<file path="src/rtl/chip_test_pkg.sv">
// Shared definitions for the logic-gate chip tester: device encoding,
// gate-count table and the ideal-gate expected-output function.
package chip_test_pkg;

   typedef enum logic [1:0] {
      CHIP_NOT = 2'd0,
      CHIP_AND = 2'd1,
      CHIP_OR  = 2'd2,
      CHIP_XOR = 2'd3
   } chip_t;

   localparam int PINS = 6;
   localparam logic [2:0] GATES_HEX  = 3'd6;
   localparam logic [2:0] GATES_QUAD = 3'd4;

   function automatic logic [2:0] gate_count(input chip_t chip);
      return (chip == CHIP_NOT) ? GATES_HEX : GATES_QUAD;
   endfunction

   function automatic logic [PINS-1:0] used_mask(input chip_t chip);
      return (chip == CHIP_NOT) ? 6'b11_1111 : 6'b00_1111;
   endfunction

   function automatic logic [PINS-1:0] expected_y(input chip_t chip,
                                                  input logic [PINS-1:0] a,
                                                  input logic [PINS-1:0] b);
      logic [PINS-1:0] y;
      unique case (chip)
         CHIP_NOT: y = ~a;
         CHIP_AND: y = a & b;
         CHIP_OR:  y = a | b;
         default:  y = a ^ b;
      endcase
      return y & used_mask(chip);
   endfunction

   function automatic logic [2:0] lowest_set(input logic [PINS-1:0] x);
      logic [2:0] idx;
      idx = 3'd0;
      for (int i = PINS - 1; i >= 0; i--)
         if (x[i]) idx = 3'(i);
      return idx;
   endfunction

endpackage

</file>
<file path="src/rtl/pin_sync.sv">
// Two-flop synchronizer bringing the socket outputs into the clk domain.
module pin_sync
   import chip_test_pkg::*;
#(
   parameter int WIDTH = PINS
) (
   input  logic             clk,
   input  logic             rst_n,
   input  logic [WIDTH-1:0] d,
   output logic [WIDTH-1:0] q
);

   logic [WIDTH-1:0] meta_p0;

   always_ff @(posedge clk or negedge rst_n) begin
      if (!rst_n) begin
         meta_p0 <= '0;
         q       <= '0;
      end else begin
         meta_p0 <= d;
         q       <= meta_p0;
      end
   end

endmodule

</file>
<file path="src/rtl/chip_gate_tester.sv">
// Functional tester for 74x04/08/32/86 parts: walks every gate through every
// input vector, neighbours driven inverted, and reports the first bad gate.
module chip_gate_tester
   import chip_test_pkg::*;
#(
   parameter int unsigned SETTLE_CYCLES = 4
) (
   input  logic       clk,
   input  logic       rst_n,
   input  logic       start,
   input  logic [1:0] chip_sel,
   output logic [5:0] pin_a,
   output logic [5:0] pin_b,
   input  logic [5:0] pin_y,
   output logic       busy,
   output logic       done,
   output logic       pass,
   output logic [2:0] fail_gate,
   output logic [1:0] fail_vec
);

   typedef enum logic [2:0] {IDLE, DRIVE, SETTLE, CHECK, DONE} state_t;

   state_t     state_q, state_d;
   chip_t      chip_q, chip_d;
   logic [2:0] g_q, g_d;
   logic [1:0] v_q, v_d;
   logic [7:0] cnt_q, cnt_d;
   logic [5:0] pin_a_d, pin_b_d;
   logic       pass_d;
   logic [2:0] fail_gate_d;
   logic [1:0] fail_vec_d;

   logic [5:0] y_sync, mask, sel, step_a, step_b, mism;
   logic       a_bit, b_bit, last_v, last_g;

   pin_sync #(.WIDTH(PINS)) u_pin_sync (
      .clk   (clk),
      .rst_n (rst_n),
      .d     (pin_y),
      .q     (y_sync)
   );

   // Current step's socket drive: gate g gets v, the other used gates get ~v.
   always_comb begin
      mask   = used_mask(chip_q);
      sel    = 6'b00_0001 << g_q;
      a_bit  = (chip_q == CHIP_NOT) ? v_q[0] : v_q[1];
      b_bit  = v_q[0];
      step_a = (({6{a_bit}} & sel) | ({6{~a_bit}} & ~sel)) & mask;
      step_b = (chip_q == CHIP_NOT) ? 6'b0
             : ((({6{b_bit}} & sel) | ({6{~b_bit}} & ~sel)) & mask);
      mism   = (y_sync ^ expected_y(chip_q, pin_a, pin_b)) & mask;
      last_v = (chip_q == CHIP_NOT) ? (v_q == 2'd1) : (v_q == 2'd3);
      last_g = (g_q == gate_count(chip_q) - 3'd1);
   end

   always_comb begin
      state_d     = state_q;
      chip_d      = chip_q;
      g_d         = g_q;
      v_d         = v_q;
      cnt_d       = cnt_q;
      pin_a_d     = pin_a;
      pin_b_d     = pin_b;
      pass_d      = pass;
      fail_gate_d = fail_gate;
      fail_vec_d  = fail_vec;
      unique case (state_q)
         IDLE: begin
            if (start) begin
               chip_d      = chip_t'(chip_sel);
               g_d         = 3'd0;
               v_d         = 2'd0;
               pass_d      = 1'b0;
               fail_gate_d = 3'd0;
               fail_vec_d  = 2'd0;
               state_d     = DRIVE;
            end
         end
         DRIVE: begin
            pin_a_d = step_a;
            pin_b_d = step_b;
            cnt_d   = 8'd0;
            state_d = SETTLE;
         end
         SETTLE: begin
            if (cnt_q == 8'(SETTLE_CYCLES - 1)) state_d = CHECK;
            else                                cnt_d   = cnt_q + 8'd1;
         end
         CHECK: begin
            if (|mism) begin
               fail_gate_d = lowest_set(mism);
               fail_vec_d  = v_q;
               pass_d      = 1'b0;
               pin_a_d     = 6'b0;
               pin_b_d     = 6'b0;
               state_d     = DONE;
            end else if (last_v && last_g) begin
               pass_d  = 1'b1;
               pin_a_d = 6'b0;
               pin_b_d = 6'b0;
               state_d = DONE;
            end else begin
               if (last_v) begin
                  v_d = 2'd0;
                  g_d = g_q + 3'd1;
               end else begin
                  v_d = v_q + 2'd1;
               end
               state_d = DRIVE;
            end
         end
         default: state_d = IDLE;
      endcase
   end

   always_ff @(posedge clk or negedge rst_n) begin
      if (!rst_n) begin
         state_q   <= IDLE;
         chip_q    <= CHIP_NOT;
         g_q       <= 3'd0;
         v_q       <= 2'd0;
         cnt_q     <= 8'd0;
         pin_a     <= 6'b0;
         pin_b     <= 6'b0;
         pass      <= 1'b0;
         fail_gate <= 3'd0;
         fail_vec  <= 2'd0;
      end else begin
         state_q   <= state_d;
         chip_q    <= chip_d;
         g_q       <= g_d;
         v_q       <= v_d;
         cnt_q     <= cnt_d;
         pin_a     <= pin_a_d;
         pin_b     <= pin_b_d;
         pass      <= pass_d;
         fail_gate <= fail_gate_d;
         fail_vec  <= fail_vec_d;
      end
   end

   assign busy = (state_q != IDLE);
   assign done = (state_q == DONE);

endmodule

</file>
<file path="config.mk">
export PLATFORM = sky130hd
export DESIGN_NAME = chip_gate_tester
export DESIGN_NICKNAME = d
export VERILOG_FILES = /design/src/rtl/chip_test_pkg.sv /design/src/rtl/pin_sync.sv /design/src/rtl/chip_gate_tester.sv
export SDC_FILE = /design/constraint.sdc
export NUM_CORES = 1
export LEC_CHECK = 0
export ABC_AREA = 1
export CAP_MARGIN = 10
export CORE_UTILIZATION = 35
export CTS_CLUSTER_SIZE = 12
export DETAILED_ROUTE_END_ITERATION = 16
export GPL_ROUTABILITY_DRIVEN = 0
export GPL_TIMING_DRIVEN = 0
export RECOVER_POWER = 50
export SYNTH_ARGS = -nofsm -noshare
export SYNTH_HDL_FRONTEND = slang
export SYNTH_HIERARCHICAL = 1
export SYNTH_SLANG_ARGS = --single-unit
export TNS_END_PERCENT = 100
</file>
<file path="constraint.sdc">
create_clock -name clk -period 2.5 [get_ports clk]
set_input_delay 0.5 -clock clk [delete_from_list [all_inputs] [get_ports clk]]
set_output_delay 0.5 -clock clk [all_outputs]
set_load 0.01 [all_outputs]
</file>
## After elaboration in Yosys (flattened, before gate mapping)

Cells that the tools add are included.

| cells by class | value |
|---|---|
| add/sub/neg operators | 4 |
| eq/ne operators | 18 |
| shifts and indexed selects | 1 |
| mux-type cells | 41 |
| bitwise logic cells | 18 |
| reduce and logical (&&, ||, !) cells | 16 |

Operator list:

| kind | number |
|---|---|
| AND 6 bit | 9 |
| 2-to-1 mux 3 bit | 15 |
| 2-to-1 mux 6 bit | 4 |
| case mux 6 bit (2 select lines) | 2 |
| OR 6 bit | 3 |
| case mux 6 bit (3 select lines) | 1 |
| case mux 8 bit (2 select lines) | 1 |
| inequality test 2 bit, second input constant | 7 |
| 2-to-1 mux 2 bit | 6 |
| inverter 6 bit | 2 |
| case mux 3 bit (2 select lines) | 2 |
| case mux 3 bit (4 select lines) | 1 |
| XOR 6 bit | 2 |
| adder 8 x 1 -> 8 bit, second input constant | 1 |
| == test 8 x 2 -> 1 bit, second input constant | 1 |
| 2-to-1 mux 8 bit | 1 |
| case mux 2 bit (2 select lines) | 2 |
| AND reduction 2 bit | 4 |
| == test 3 x 2 -> 1 bit, second input constant | 2 |
| AND reduction 3 bit | 2 |
| nonzero test 2 bit | 3 |
| OR reduction 6 bit | 1 |
| << shifter 1 x 3 -> 6 bit, first input constant | 1 |
| 2-to-1 mux 1 bit | 5 |
| 17 further kinds | 20 |

| storage, ports and cells | value |
|---|---|
| flip-flop bits (word level) | 48 |
| input bits | 11 |
| output and inout bits | 20 |
| word-level logic and storage cells | 110 |

## Depth between registers and ports, before layout

| depth | value |
|---|---|
| depth in word-level cells | 13 |
| mapped depth | 15 |
| depth with buffers taken out | 14 |

## By module

The synthesis kept the hierarchy.

By module, submodules not included:

| module | instances | cells an instance | area each (um^2) | sequential area each (um^2) |
|---|---|---|---|---|
| chip_gate_tester | 1 | 331 | 2379.8 | 900.9 |
| pin_sync | 1 | 12 | 300.3 | 300.3 |

## Least setup slack after synthesis

OpenSTA, ideal clock, no wires.

| path | value |
|---|---|
| path kind | reg-to-reg |
| from | register pin_a[3] |
| to | register pin_a[4] |
| library setup time | 0.117 ns |
| data arrival time | 1.710 ns |
| data required time | 2.383 ns |
| path slack | 0.673 ns |
| stages on the path, launching flop included | 12 |
| path buffers | 0 |
| clock period less this slack | 1.827 ns |
| cells stage by stage | dfrtp_1 -> inv_1 -> ha_1 -> or2_1 -> nand2_1 -> nand2_1 -> nand2_1 -> nand2_1 -> o21bai_2 -> nand3_2 -> nand2_1 -> nand2_1 |

| on the way | value |
|---|---|
| word-level cells in the longest chain between the ends | 8 |
| elaborated cells on any way between the ends | 13 |
| those cells by class | 1 x eq/ne; 3 x mux; 7 x bitwise; 2 x reduce/logical |

Ends and longest elaborated chain:

| item | line | source |
|---|---|---|
| start, declared | chip_gate_tester.sv:12 | `output logic [5:0] pin_a,` |
| start signal, assigned | chip_gate_tester.sv:136 | `pin_a <= pin_a_d;` |
| XOR 6 bit (tied with other cells) | chip_test_pkg.sv:32 | `default: y = a ^ b;` |
| case mux 6 bit (3 select lines) * | chip_test_pkg.sv:28 | `unique case (chip)` |
| AND 6 bit * | chip_test_pkg.sv:34 | `return y & used_mask(chip);` |
| XOR 6 bit * | chip_gate_tester.sv:53 | `mism = (y_sync ^ expected_y(chip_q, pin_a, pin_b)) & mask;` |
| AND 6 bit * | chip_gate_tester.sv:53 |  |
| OR reduction 6 bit * | chip_gate_tester.sv:92 | `if (\|mism) begin` |
| inequality test 3 bit (no line) / 2-to-1 mux 6 bit (equally long branches) | n/a |  |
| AND reduction 2 bit (no line) / case mux 6 bit (2 select lines) (equally long branches) | n/a |  |

Mark *: on every way between the ends. The rest lies on a longest branch, timed or not.
A chain may end at the register's enable or synchronous reset.

## Worst setup path after layout

| path | value |
|---|---|
| from | register pin_a[2] |
| to | register pin_b[1] |

| on the way | value |
|---|---|
| word-level cells in the longest chain between the ends | 8 |
| elaborated cells on any way between the ends | 13 |
| those cells by class | 1 x eq/ne; 3 x mux; 7 x bitwise; 2 x reduce/logical |

Ends and longest elaborated chain:

| item | line | source |
|---|---|---|
| XOR 6 bit (tied with other cells) | chip_test_pkg.sv:32 |  |
| case mux 6 bit (3 select lines) * | chip_test_pkg.sv:28 |  |
| AND 6 bit * | chip_test_pkg.sv:34 |  |
| XOR 6 bit * | chip_gate_tester.sv:53 |  |
| AND 6 bit * | chip_gate_tester.sv:53 |  |
| OR reduction 6 bit * | chip_gate_tester.sv:92 |  |
| inequality test 3 bit (no line) / 2-to-1 mux 6 bit (equally long branches) | n/a |  |
| AND reduction 2 bit (no line) / case mux 6 bit (2 select lines) (equally long branches) | n/a |  |
| end signal, assigned | chip_gate_tester.sv:137 | `pin_b <= pin_b_d;` |
| end, declared | chip_gate_tester.sv:13 | `output logic [5:0] pin_b,` |

Marked as above.

==> out/qor.yml <==
outcome:
  status: "complete, no violations"
synthesis:
  synthTopCellsByCount: "96 x nand2_1, 48 x dfrtp_1, 46 x nand3_1"
  synth_most_common_cell: "nand2_1"
  syn_inst: 343
  avgSynthCellArea_um2: 7.81
  mappedNetlistNets: 368
  ys_seq_elements: 48
  synthArstFlopShare_pct: 100
  synth-edff-count: 0
  yosys.area.top_type: "dfrtp_1"
  synth_area_leaders: "dfrtp_1 45%, nand2_1 13%, nand3_1 8.6%, ha_1 6.5%, inv_1 6.2%"
  yosysTopAreaCellShare_pct: 44.8
  synthFlopType: "dfrtp_1"
  ys_seq_area_share_pct: 44.8
  syn-cell-area_um2: 2680
  yosysUniqueCellTypes: 29
  yosysWarningCount: 6
worst_setup_path:
  slowest_stage: "dfrtp_1"
  cp-start-kind: "flop"
  worstPathCellList: "inv_1 -> ha_1 -> or2_1 -> nand2_1 -> nand2_1 -> nand2_1 -> nand2_1 -> o21bai_2 -> nand3_2 -> nand2_1 -> nand2_1"
  path_class: "flop to flop"
  end_kind: "flop"
  critPathRequiredTime_ns: 2.70
  path_common_cell: "nand2_1"
  slowest_delay_ns: 0.42
  worst-path-max-fanout: 8
  cp.arrival_ns: 2.32
detailed_routing:
  firstDrtPassIters: 4
  wl_per_cell_um: 12.1
  drt-total-wl_um: 5840
  drc: 0
  vias: 2299
  routed_via_density: 4.78
  drtIter0Drc: 112
  postRouteAntennaNets: 0
cts:
  postCtsSetupBuffers: 0
  cts_root_buf: "clkbuf_8"
  insertion_delay_ns: 0.31
  clockBufferDepth: 2
  cts_max_level: 2
  cts_sinks: 48
  clk_transition_reported_paths_ns: 0.09
  cts_made_buffers: 5
  cts_tree: "yes"
power:
  p_sw_mw: 1.61
  p_leak_nw: 1.59
  swShare_pct: 45.3
  clkPwrFrac_pct: 15.7
  comb_power_share_pct: 51.8
  pwr_density_cell_nw_per_um2: 1100
  power_mw: 3.55
  power_frac_seq_pct: 32.5
  ir_worst_vdd_mv: 0.310
  p_int_mw: 1.94
place:
  io_buffers: 30
  place_area_um2: 3120
  dpl.hpwl_um: 4630
  dp_slack_ns: 0.263
sta:
  worst_pin_slew_ns: 1.01
  setup_tns_ns: 0
  slew_violations: 0
  max_freq_ghz: 0.473
  finalHoldViolations: 0
  finalCritPeriodShare_pct: 84.6
  grt_setup_unrepaired: "no"
  setup_viol: 0
  fin_crit_ns: 2.12
  skew_ns: 0.0135
  worst_slack_ns: 0.384
  slew_headroom_pct: 32.6
cells_and_area:
  drive_gt1_share_pct: 6.02
  nFillCells: 744
  post-route-cell-area_um2: 3220
  syn_to_final_growth_pct: 20.1
  fin_nets: 406
  antennaDiodeCount: 0
hold_path:
  hold_class: "primary input to asynchronous set/reset pin"
grt:
  track_usage_pct: 16.2
  overflow: 0
  antenna_found_initial: 0
  grt_pass1_wl_um: 9690
  grt_pass1_vias: 2093
  grt_max_degree: 31
run:
  maxCapViolations: 0
floorplan:
  core-area_um2: 7330
  die_area_um2: 8010
  start_util_pct: 36.6
  die_h_um: 89.5
  pin_count: 31
  die-width_um: 89.5
  rows: 31
stage by stage:
stage | std cells | hold slack [ns] | util (%)
after floorplan | 343 | 0.204 | -
after global placement | 472 | 0.333 | 42.3
after detailed placement | 473 | 0.336 | 42.5
after CTS | 481 | 0.134 | 44.1
after global routing | 481 | 0.362 | 43.9
final | 481 | 0.328 | 43.9
power groups by stage:
stage               clock [mW]  combinational [mW]  sequential (mW)
finish                   0.558                1.84             1.15
global placement             0                1.81             1.16
global route             0.610                2.13             1.19
CTS                      0.579                1.86             1.15
detailed placement           0                1.85             1.16
floorplan                    0                1.25             1.16
state kept, by name (all words and copies together) (netlist names):
name and count:
chip_q 2, cnt_q 8, fail_gate 3, fail_vec 2, g_q 3, pass 1
pin_a 6, pin_b 6, state_q 3, u_pin_sync/meta_p0 6, u_pin_sync/q 6, v_q 2
critical path, delay by kind of cell (launching register included):
kind                     cells  cell delay (ns)
AO/OA/AOI/OAI                1             0.25
adder cells (fa/ha/maj)      1             0.29
buffers and inverters        1             0.08
flip-flops                   1             0.42
AND/OR/NAND/NOR              8             0.96
cells in the final DEF, fill, tap and decap left out, drive strengths merged:
master         count
a21o               1
a21oi             11
and3               1
buf                1
bufinv             1
clkbuf             9
clkdlybuf4s50     23
clkinv             1
clkinvlp           1
dfrtp             48
dlygate4sd3        6
ha                14
inv               47
nand2             98
nand3             48
nand4              3
nor2              24
nor3              12
nor4               1
o211ai             1
o21ai             14
o21bai             3
o31ai              1
or2                5
xnor2              1
xor2               7
final timing paths:
kind                                        from              end  slack, ns  cells past startpoint
max                                     pin_a[2]         pin_b[1]       0.38                     11
min                                        rst_n         cnt_q[0]       0.33                      1
max reg2reg                             pin_a[2]         pin_b[1]       0.38                     11
min reg2reg                u_pin_sync/meta_p0[3]  u_pin_sync/q[3]       0.35                      0
max in group asynchronous                  rst_n      fail_vec[1]       0.88                      2
min in group clk           u_pin_sync/meta_p0[3]  u_pin_sync/q[3]       0.35                      0
metal layers:
layer	track usage (%)	part of all wire (%)	vias up	wire, µm
met5	0	0	-	0
met4	5.19	1.7	0	102
met3	3.42	2.8	8	164
met2	27.1	46	36	2690
met1	21.0	49	1078	2880
li1	-	-	1177	-
cell type report:
| cell class | instances | area [µm²] | area share, % |
|---|---|---|---|
| multi-input combinational | 245 | 1290 | 40.0 |
| clock inverter | 3 | 42.5 | 1.32 |
| timing repair buffer | 31 | 299 | 9.29 |
| clock buffer | 5 | 68.8 | 2.14 |
| sequential | 48 | 1200 | 37.3 |
| tap | 99 | 124 | 3.85 |
| inverter | 47 | 176 | 5.48 |
| buffer | 3 | 18.8 | 0.583 |
cell families after synthesis:
kind of cell	count (synthesis)	share of synthesized area (%)
simple gates	192	32.3
buf+inv	50	7.28
flops	48	44.8
compound gates	31	6.49
fa+ha+maj	14	6.54
xor+xnor	8	2.61
timing repair:
action | in CTS | in global routing
resized for setup | 0 | 1
hold buffers | 0 | 0
setup endpoints to repair | 0 | 1
Note: power is estimated with default switching activity, not from simulation.
